File: src/rtl/stall_ctrl_if.sv
// stall_ctrl_if: hazard/stall request and pipeline control bundle.
//   master : pipeline side, drives requests, receives hold/flush/redirect.
//   slave  : stall controller side.
//   Signals: rdy_in, if_req, id_req, mem_req, ex_br, br_target (requests);
//            stall[4:0], flush_ifid, flush_idex, pc_redirect, pc_target (control);
//            stall_cycles, redirect_cnt only when STALL_CNT_EN is defined.
interface stall_ctrl_if;
   localparam int unsigned ADDR_W  = 32;
   localparam int unsigned STALL_W = 5;
   localparam int unsigned SCNT_W  = 32;
   localparam int unsigned RCNT_W  = 16;

   logic                rdy_in;
   logic                if_req;
   logic                id_req;
   logic                mem_req;
   logic                ex_br;
   logic [ADDR_W-1:0]   br_target;
   logic [STALL_W-1:0]  stall;
   logic                flush_ifid;
   logic                flush_idex;
   logic                pc_redirect;
   logic [ADDR_W-1:0]   pc_target;
`ifdef STALL_CNT_EN
   logic [SCNT_W-1:0]   stall_cycles;
   logic [RCNT_W-1:0]   redirect_cnt;

   modport master (
      output rdy_in, if_req, id_req, mem_req, ex_br, br_target,
      input  stall, flush_ifid, flush_idex, pc_redirect, pc_target,
             stall_cycles, redirect_cnt
   );
   modport slave (
      input  rdy_in, if_req, id_req, mem_req, ex_br, br_target,
      output stall, flush_ifid, flush_idex, pc_redirect, pc_target,
             stall_cycles, redirect_cnt
   );
`else
   modport master (
      output rdy_in, if_req, id_req, mem_req, ex_br, br_target,
      input  stall, flush_ifid, flush_idex, pc_redirect, pc_target
   );
   modport slave (
      input  rdy_in, if_req, id_req, mem_req, ex_br, br_target,
      output stall, flush_ifid, flush_idex, pc_redirect, pc_target
   );
`endif
endinterface

File: src/rtl/stall_ctrl.sv
// stall_ctrl: pipeline hazard arbiter. Produces same-cycle hold, flush and
// PC redirect controls from stage requests. A taken branch that resolves
// while MEM is busy is parked (FLUSH_PEND + pend_target) and issued once
// MEM frees up.
//   clk_in  : clock, rising edge
//   rst_in  : asynchronous active-high reset; forces all outputs to 0
//   bus     : stall_ctrl_if.slave (requests in, control out)
// Optional feature: define STALL_CNT_EN to add saturating stall_cycles and
// redirect_cnt performance counters on the interface.
module stall_ctrl (
   input  logic         clk_in,
   input  logic         rst_in,
   stall_ctrl_if.slave  bus
);
   localparam int unsigned ADDR_W  = 32;
   localparam int unsigned STALL_W = 5;

   typedef enum logic {
      ST_RUN        = 1'b0,
      ST_FLUSH_PEND = 1'b1
   } state_t;

   state_t              state_q, state_d;
   logic [ADDR_W-1:0]   pend_q, pend_d;

   logic [STALL_W-1:0]  stall_c;
   logic                flush_ifid_c;
   logic                flush_idex_c;
   logic                redirect_c;
   logic [ADDR_W-1:0]   target_c;

   // State register
   always_ff @(posedge clk_in or posedge rst_in) begin
      if (rst_in) begin
         state_q <= ST_RUN;
         pend_q  <= '0;
      end else begin
         state_q <= state_d;
         pend_q  <= pend_d;
      end
   end

   // Priority arbitration: reset, not-ready, MEM busy, pending flush, branch, ID, IF
   always_comb begin
      state_d      = state_q;
      pend_d       = pend_q;
      stall_c      = '0;
      flush_ifid_c = 1'b0;
      flush_idex_c = 1'b0;
      redirect_c   = 1'b0;
      target_c     = '0;
      if (rst_in) begin
         state_d = ST_RUN;
      end else if (!bus.rdy_in) begin
         stall_c = 5'b11111;
      end else if (bus.mem_req) begin
         stall_c = 5'b01111;
         // Only the first branch seen while MEM is busy is remembered
         if (state_q == ST_RUN && bus.ex_br) begin
            state_d = ST_FLUSH_PEND;
            pend_d  = bus.br_target;
         end
      end else if (state_q == ST_FLUSH_PEND) begin
         redirect_c   = 1'b1;
         target_c     = pend_q;
         flush_ifid_c = 1'b1;
         flush_idex_c = 1'b1;
         state_d      = ST_RUN;
      end else if (bus.ex_br) begin
         redirect_c   = 1'b1;
         target_c     = bus.br_target;
         flush_ifid_c = 1'b1;
         flush_idex_c = 1'b1;
      end else if (bus.id_req) begin
         stall_c      = 5'b00011;
         flush_idex_c = 1'b1;
      end else if (bus.if_req) begin
         stall_c      = 5'b00001;
         flush_ifid_c = 1'b1;
      end
   end

   assign bus.stall       = stall_c;
   assign bus.flush_ifid  = flush_ifid_c;
   assign bus.flush_idex  = flush_idex_c;
   assign bus.pc_redirect = redirect_c;
   assign bus.pc_target   = target_c;

`ifdef STALL_CNT_EN
   localparam int unsigned SCNT_W = 32;
   localparam int unsigned RCNT_W = 16;

   logic [SCNT_W-1:0] stall_cycles_q;
   logic [RCNT_W-1:0] redirect_cnt_q;

   // Saturating performance counters
   always_ff @(posedge clk_in or posedge rst_in) begin
      if (rst_in) begin
         stall_cycles_q <= '0;
         redirect_cnt_q <= '0;
      end else begin
         if (bus.rdy_in && stall_c[0] && (stall_cycles_q != '1))
            stall_cycles_q <= stall_cycles_q + SCNT_W'(1);
         if (redirect_c && (redirect_cnt_q != '1))
            redirect_cnt_q <= redirect_cnt_q + RCNT_W'(1);
      end
   end

   assign bus.stall_cycles = stall_cycles_q;
   assign bus.redirect_cnt = redirect_cnt_q;
`endif
endmodule

File: src/flat_wrapper.sv
// flat-port wrapper written by rule: the top's interface ports become plain ports
module stall_ctrl_flat 
  (clk_in, rst_in, bus_rdy_in, bus_if_req, bus_id_req, bus_mem_req, bus_ex_br, bus_br_target, bus_stall, bus_flush_ifid, bus_flush_idex, bus_pc_redirect, bus_pc_target);
  stall_ctrl_if bus_i ();
  input  logic clk_in;
  input  logic rst_in;
  input wire logic [$bits(bus_i.rdy_in)-1:0] bus_rdy_in;
  input wire logic [$bits(bus_i.if_req)-1:0] bus_if_req;
  input wire logic [$bits(bus_i.id_req)-1:0] bus_id_req;
  input wire logic [$bits(bus_i.mem_req)-1:0] bus_mem_req;
  input wire logic [$bits(bus_i.ex_br)-1:0] bus_ex_br;
  input wire logic [$bits(bus_i.br_target)-1:0] bus_br_target;
  output wire logic [$bits(bus_i.stall)-1:0] bus_stall;
  output wire logic [$bits(bus_i.flush_ifid)-1:0] bus_flush_ifid;
  output wire logic [$bits(bus_i.flush_idex)-1:0] bus_flush_idex;
  output wire logic [$bits(bus_i.pc_redirect)-1:0] bus_pc_redirect;
  output wire logic [$bits(bus_i.pc_target)-1:0] bus_pc_target;
  assign bus_i.rdy_in = bus_rdy_in;
  assign bus_i.if_req = bus_if_req;
  assign bus_i.id_req = bus_id_req;
  assign bus_i.mem_req = bus_mem_req;
  assign bus_i.ex_br = bus_ex_br;
  assign bus_i.br_target = bus_br_target;
  assign bus_stall = bus_i.stall;
  assign bus_flush_ifid = bus_i.flush_ifid;
  assign bus_flush_idex = bus_i.flush_idex;
  assign bus_pc_redirect = bus_i.pc_redirect;
  assign bus_pc_target = bus_i.pc_target;
  stall_ctrl u_core (.clk_in(clk_in), .rst_in(rst_in), .bus(bus_i));
endmodule
File: config.mk
export PLATFORM = sky130hd
export DESIGN_NAME = stall_ctrl_flat
export DESIGN_NICKNAME = d
export VERILOG_FILES = /design/src/rtl/stall_ctrl_if.sv /design/src/rtl/stall_ctrl.sv /design/src/flat_wrapper.sv
export SDC_FILE = /design/constraint.sdc
export NUM_CORES = 1
export LEC_CHECK = 0
export ABC_AREA = 1
export ABC_CLOCK_PERIOD_IN_PS = 5300
export CORE_ASPECT_RATIO = 1.25
export CORE_UTILIZATION = 38
export CTS_CLUSTER_SIZE = 24
export DETAILED_ROUTE_END_ITERATION = 10
export DONT_BUFFER_PORTS = 1
export PLACE_DENSITY_LB_ADDON = 0.05
export SYNTH_ARGS = -nofsm -noshare
export SYNTH_HDL_FRONTEND = slang
export SYNTH_SLANG_ARGS = --single-unit
File: constraint.sdc
create_clock -name clk_in -period 5.3 [get_ports clk_in]
set_clock_uncertainty 0.2 [all_clocks]
set_input_delay 1.06 -clock clk_in [delete_from_list [all_inputs] [get_ports clk_in]]
set_output_delay 1.06 -clock clk_in [all_outputs]
set_load 0.05 [all_outputs]
==> results by group, run 1 <==
Status
  – Status: finished, final reports clean

Yosys
  – Synth Cell Area: 2090 um2
  – Cells after synthesis: 301
  – Post-synth EDFFs: 0
  – Cell variety after synth: 18
  – Dominant cells by area after synthesis: dfrtp_1 39%, nand2_1 24%, o21bai_1 11%
  – Avg Inst Size Synth: 6.95 um2
  – Most used DFF post-synth: dfrtp_1
  – Synthesized Nets: 340
  – Async SR Flop Fraction: 100%
  – Count leader, synth: nand2_1
  – Synth area leader: dfrtp_1
  – Commonest cells post-synth: 131 x nand2_1, 36 x inv_1, 35 x a21oi_1, 33 x dfrtp_1, 32 x o21bai_1
  – Synth top area share: 39.5%
  – Synth Warn #: 0
  – Number of synthesized register bits: 33
  – Part of the Yosys area used for sequential elements: 39.5%

Clocking
  – CTS resizes: 0
  – H-tree levels: 2
  – Post-CTS setup buffer count: 0
  – Worst-Skew Late Latency: 280 ps
  – Clk root buf: clkbuf_8
  – CTS sink cnt: 33
  – Clk buf depth: 2
  – Count of hold buffers inserted by post-cts repair: 0
  – CTS tree: yes
  – Worst-path clk slew: 60 ps
  – Total CTS buffers: 5

Critical path
  – Reg2Reg Depth: 6
  – CP max-delay cell: nor2_2
  – Worst-path cell chain: inv_1 -> nor2_2 -> buf_4 -> nand2_1 -> a21oi_1 -> buf_4
  – Reg-to-Reg Start: u_core.state_q$_DFFE_PP0P_
  – Crit path max fanout: 20
  – R2r setup slk: 2970 ps
  – CP Launch Type: primary input
  – Most used cell, CP: buf_4
  – Delay-heaviest family, CP: buffers and inverters
  – Slowest stage delay, CP: 400 ps
  – WP data required: 4040 ps
  – Crit end category: output port
  – Crit Path Class: primary input to output port
  – FF-to-FF End: u_core.pend_q[25]$_DFFE_PP0P_
  – CP arrival: 2290 ps
  – Crit path buffers/inverters: 3

Timing
  – Final Max Tran Viols: 0
  – Final hold viol count: 0
  – Max Freq: 282 MHz
  – Rel. slew slack: 41.5%
  – RSZ-0062 raised after global routing: no
  – Tmin final: 3550 ps
  – Worst slew pin tran: 874 ps
  – Endpoints failing setup: 0
  – Total negative slack: 0 ps
  – Tcrit/Tclk final: 67.0%

Die
  – Core area: 5190 um2
  – Die area: 5800 um2
  – Die H: 84.9 um
  – Die Wd: 68.3 um
  – Row Count: 29
  – Num ports: 79
  – Starting Density: 40.3%

Place
  – Post-DP HPWL: 3170 um
  – Port-buffer cells: 0
  – RePlAce Congestion: 0.751

Route
  – Via density: 4.91
  – Remaining DRCs: 0
  – Initial DRC count: 106
  – Pre-Repair DR Iteration Count: 4
  – DR WL/cell: 13.3 um
  – Antenna Nets Post-Route: 0
  – Via count: 1,909
  – Final Routed Wirelength: 5190 um

Run
  – Max-cap viol count: 0

Min path
  – Hold Path Class: flop to flop
  – Hold Path Origin: u_core.pend_q[6]$_DFFE_PP0P_
  – Hold path cells: 3
  – Worst Hold End: u_core.pend_q[6]$_DFFE_PP0P_

Global route
  – Vias in the first global route: 1,735
  – Grt total ovfl: 0
  – Pin count of the biggest net entering global routing: 37
  – First-pass GRT wire length: 8270 um
  – Total GRT Usage: 18.9%
  – Initial antenna violation count: 0

Cells and area
  – Fraction of layout cells with a size suffix above 1: 16.2%
  – Ant. Diodes: 0
  – Layout area overhead: 15.7%
  – Nets: 366

Pwr
  – Max VDD drop: 0.152 mV
  – Leakage: 1.20 nW
  – Total Power: 0.000705 W
  – Power Density: 292 nW/um2
[registers in the layout, indices dropped and copies added, names as in the netlist]
signal,count
u_core.state_q,1
u_core.pend_q,32
[layout make-up]
type	instances	area (um2)
clock buffer	7	86.3
fill	547	2770
inverter	38	143
multi-input combinational	210	993
sequential	33	826
tap	62	77.6
timing repair buffer	39	293
[through the flow]
step / area, um2 / setup slack (ps) / hold WS, ps / utilization (%) / instances
2_1_floorplan: 2090 / 1330 / 361 / - / 301
3_3_place_gp: 2330 / 1730 / 380 / 44.9 / 382
3_5_place_dp: 2330 / 1690 / 381 / 44.9 / 382
4_1_cts: 2420 / 1690 / 393 / 46.6 / 389
5_1_grt: 2420 / 1580 / 414 / 46.6 / 389
6_report: 2420 / 1750 / 389 / 46.6 / 389
[layout by cell type, fill, tap and decap left out]
master    Yosys  routed
nand2_1     131     131
buf_4         4      39
inv_1        36      36
a21oi_1      35      34
dfrtp_1      33      33
o21bai_1     32      32
clkbuf_8      0       6
nor2_1        3       3
nand3_1       3       3
inv_2         2       2
nand2_2       1       1
nand3_4       1       1
nor2_4        1       1
a21oi_2       0       1
o21ai_0       1       1
nor2_2        1       1
nand3_2       1       1
clkbuf_1      2       1
[worst max path at each step]
stage / from / end / slack (ps) / depth (start not counted)
2_1_floorplan: rst_in / bus_pc_target[22] / 1330 / 4
3_3_place_gp: bus_ex_br / bus_pc_target[21] / 1730 / 6
3_5_place_dp: bus_ex_br / bus_pc_target[21] / 1690 / 6
4_1_cts: bus_ex_br / bus_pc_target[21] / 1690 / 6
5_1_grt: bus_ex_br / bus_pc_target[4] / 1580 / 6
6_report: bus_ex_br / bus_pc_target[23] / 1750 / 6
[worst reg2reg max path, delay by kind of cell (launching register included)]
family                 cells  cell delay (ps)
and+or+nand+nor            4             1330
DFF                        1              390
buffers and inverters      2              370
[report_power, final]
group / leakage (nW) / total [W] / internal (W) / switching, W
logic: 0.755 / 0.000175 / 0.0000665 / 0.000109
clock network: 0.0443 / 0.000195 / 0.000103 / 0.0000918
registers: 0.401 / 0.000335 / 0.000307 / 0.0000280
total: 1.20 / 0.000705 / 0.000476 / 0.000229
[cell families after synthesis]
kind of cell | count (synthesis) | synth area share [%]
DFF | 33 | 39.5
buffers and inverters | 58 | 13.2
AOI/OAI and AO/OA | 68 | 20.1
and+or+nand+nor | 142 | 27.2
[per-layer routing]
layer	vias up	track usage (%)	share of wire (%)
met5	-	0	0
met4	0	6.25	1.3
met3	6	4.57	5.3
met2	46	32.1	50
met1	886	22.7	44
li1	971	-	-
Power figures use the tool's default switching activity.
==> inputs of run 2 (changes only) <==
--- a/config.mk
+++ b/config.mk
@@ -6,7 +6,7 @@
 export NUM_CORES = 1
 export LEC_CHECK = 0
 export ABC_AREA = 1
-export ABC_CLOCK_PERIOD_IN_PS = 5300
+export ABC_CLOCK_PERIOD_IN_PS = 3550
 export CORE_ASPECT_RATIO = 1.25
 export CORE_UTILIZATION = 38
 export CTS_CLUSTER_SIZE = 24
==> constraint.sdc (replaced) <==
create_clock -name clk_in -period 3.55 [get_ports clk_in]
set_clock_uncertainty 0.2 [all_clocks]
set_input_delay 0.71 -clock clk_in [delete_from_list [all_inputs] [get_ports clk_in]]
set_output_delay 0.71 -clock clk_in [all_outputs]
set_load 0.05 [all_outputs]
==> run 2 against run 1 <==
Against the previous run:
- sequential power grew 51%
- combinational power up 52%
- core utilization increased by 0.75 points
- register-to-register slack got worse by 1700 ps
- global-route usage grew 0.85 points
- power rose by 48%
- flip-flop and latch count unchanged
- first-iteration DRC count is 2.8% higher
- setup slack lost 1100 ps
- sequential share of layout area decreased by 0.54 points
==> results by group, run 2 (synthesized netlist as in run 1, its figures left out) <==
Status
  – Status: finished, final reports clean (unchanged)

Pwr
  – P_int: 0.000702 W (was 0.000476 W)
  – Gate power share: 25.5% (was 24.9%)
  – Max VDD drop: 0.189 mV (was 0.152 mV)
  – Sw Pwr: 0.000341 W (was 0.000229 W)
  – Switching power share of the total: 32.7% (was 32.4%)
  – Leakage: 1.22 nW (was 1.20 nW)
  – Clock share of power: 26.1% (was 27.6%)
  – Power Density: 424 nW/um2 (was 292 nW/um2)
  – Flop pwr share: 48.4% (was 47.5%)
  – Total Power: 0.00104 W (was 0.000705 W)

Route
  – DR WL/cell: 13.5 um (was 13.3 um)
  – Remaining DRCs: 0 (unchanged)
  – Final Routed Wirelength: 5340 um (was 5190 um)
  – Antenna Nets Post-Route: 0 (unchanged)
  – Via count: 1,925 (was 1,909)
  – Initial DRC count: 109 (was 106)
  – Via density: 4.86 (was 4.91)
  – Pre-Repair DR Iteration Count: 4 (unchanged)

Min path
  – Hold Path Class: primary input to async pin (was flop to flop)

Critical path
  – Slowest stage delay, CP: 330 ps (was 400 ps)
  – Crit Path Class: primary input to output port (unchanged)
  – CP max-delay cell: buf_4 (was nor2_2)
  – Most used cell, CP: buf_4 (unchanged)
  – CP Launch Type: primary input (unchanged)
  – Crit path max fanout: 23 (was 20)
  – Crit end category: output port (unchanged)
  – WP data required: 2640 ps (was 4040 ps)
  – Worst-path cell chain: inv_2 -> nand3_2 -> buf_4 -> a21oi_1 -> buf_4 (was inv_1 -> nor2_2 -> buf_4 -> nand2_1 -> a21oi_1 -> buf_4)
  – CP arrival: 1990 ps (was 2290 ps)

Die
  – Die area: 5800 um2 (unchanged)
  – Starting Density: 40.3% (unchanged)
  – Row Count: 29 (unchanged)
  – Core area: 5190 um2 (unchanged)
  – Num ports: 79 (unchanged)
  – Die H: 84.9 um (unchanged)
  – Die Wd: 68.3 um (unchanged)

Global route
  – Initial antenna violation count: 0 (unchanged)
  – Grt total ovfl: 0 (unchanged)
  – Pin count of the biggest net entering global routing: 34 (was 37)
  – Total GRT Usage: 19.8% (was 18.9%)
  – Vias in the first global route: 1,766 (was 1,735)
  – First-pass GRT wire length: 8560 um (was 8270 um)

Clocking
  – CTS resizes: 0 (unchanged)
  – Clk root buf: clkbuf_8 (unchanged)
  – Worst-Skew Late Latency: 280 ps (about the same)
  – CTS sink cnt: 33 (unchanged)
  – Clk buf depth: 2 (unchanged)
  – Total CTS buffers: 5 (unchanged)
  – CTS tree: yes (unchanged)
  – Post-CTS setup buffer count: 0 (unchanged)
  – H-tree levels: 2 (unchanged)
  – Count of hold buffers inserted by post-cts repair: 0 (unchanged)
  – Worst-path clk slew: 70 ps (was 60 ps)

Timing
  – Total negative slack: 0 ps (unchanged)
  – Endpoints failing setup: 0 (unchanged)
  – Tmin final: 2900 ps
  – Hold slack: 68.3 ps (was 389 ps)
  – RSZ-0062 raised after global routing: no (unchanged)
  – Final hold viol count: 0 (unchanged)
  – Tcrit/Tclk final: 81.7%
  – Final Max Tran Viols: 0 (unchanged)
  – Max Freq: 345 MHz
  – Worst slew pin tran: 881 ps (was 874 ps)
  – Rel. slew slack: 41.1% (was 41.5%)

Cells and area
  – Ant. Diodes: 0 (unchanged)
  – Top reg by flops: u_core.pend_q (unchanged)
  – Fraction of layout cells with a size suffix above 1: 17.4% (was 16.2%)
  – Most frequent cells in the layout: 131 x nand2_1, 45 x buf_4, 36 x inv_1, 34 x a21oi_1, 33 x dfrtp_1 (was 131 x nand2_1, 39 x buf_4, 36 x inv_1, 34 x a21oi_1, 33 x dfrtp_1)
  – Layout area overhead: 17.5% (was 15.7%)
  – Biggest regs: u_core.pend_q x32, u_core.state_q x1 (unchanged)
  – Max FFs per register: 32 (unchanged)
  – Nets: 372 (was 366)
  – Commonest non-fill, non-tap cell in the layout: nand2_1 (unchanged)

Run
  – Max-cap viol count: 0 (unchanged)

Place
  – Port-buffer cells: 0 (unchanged)
  – RePlAce Congestion: 0.843 (was 0.751)
  – Post-DP HPWL: 3550 um (was 3170 um)
-- run 2: worst max-delay path, delay by kind of cell --
kind            cells  cell delay [ps]
simple gates        1              320
compound gates      1              160
buf+inv             3              790
-- run 2: final timing paths --
path | from | endpoint | slack, ps | depth (start not counted)
min in group clk_in | bus_br_target[28] | u_core.pend_q[28]$_DFFE_PP0P_ | 340 | 2
setup reg to reg | u_core.state_q$_DFFE_PP0P_ | u_core.pend_q[27]$_DFFE_PP0P_ | 1280 | 7
max in group asynchronous | rst_in | u_core.pend_q[8]$_DFFE_PP0P_ | 2460 | 2
hold / removal | rst_in | u_core.pend_q[3]$_DFFE_PP0P_ | 70 | 1
setup / recovery | rst_in | bus_flush_idex | 650 | 5
hold reg to reg | u_core.pend_q[8]$_DFFE_PP0P_ | u_core.pend_q[8]$_DFFE_PP0P_ | 390 | 3
-- run 2: through the flow --
step / worst slack, ps / utilization, % / cells / cell area (um2)
2_1_floorplan: 275 / - / 301 / 2090
3_3_place_gp: 638 / 45.8 / 388 / 2380
3_5_place_dp: 605 / 45.8 / 388 / 2380
4_1_cts: 616 / 47.4 / 396 / 2460
5_1_grt: 492 / 47.4 / 396 / 2460
6_report: 649 / 47.4 / 396 / 2460
-- run 2: layer usage --
metal | GRT usage (%) | share of wire [%]
met5 | 0 | 0
met4 | 6.82 | 1.0
met3 | 5.11 | 5.5
met2 | 32.1 | 48
met1 | 24.8 | 45
-- run 2: power groups by stage --
stage          logic, W  registers (W)  clock network [W]
2_1_floorplan  0.000227       0.000496                  0
3_3_place_gp   0.000265       0.000509                  0
3_5_place_dp   0.000270       0.000511                  0
4_1_cts        0.000270       0.000505           0.000285
5_1_grt        0.000300       0.000515           0.000306
6_report       0.000266       0.000505           0.000272
-- run 2: cell type report --
type / instances / area [um2]
multi-input combinational: 210 / 993
fill: 538 / 2730
sequential: 33 / 826
timing repair buffer: 45 / 338
clock buffer: 8 / 80.1
tap: 62 / 77.6
inverter: 38 / 143
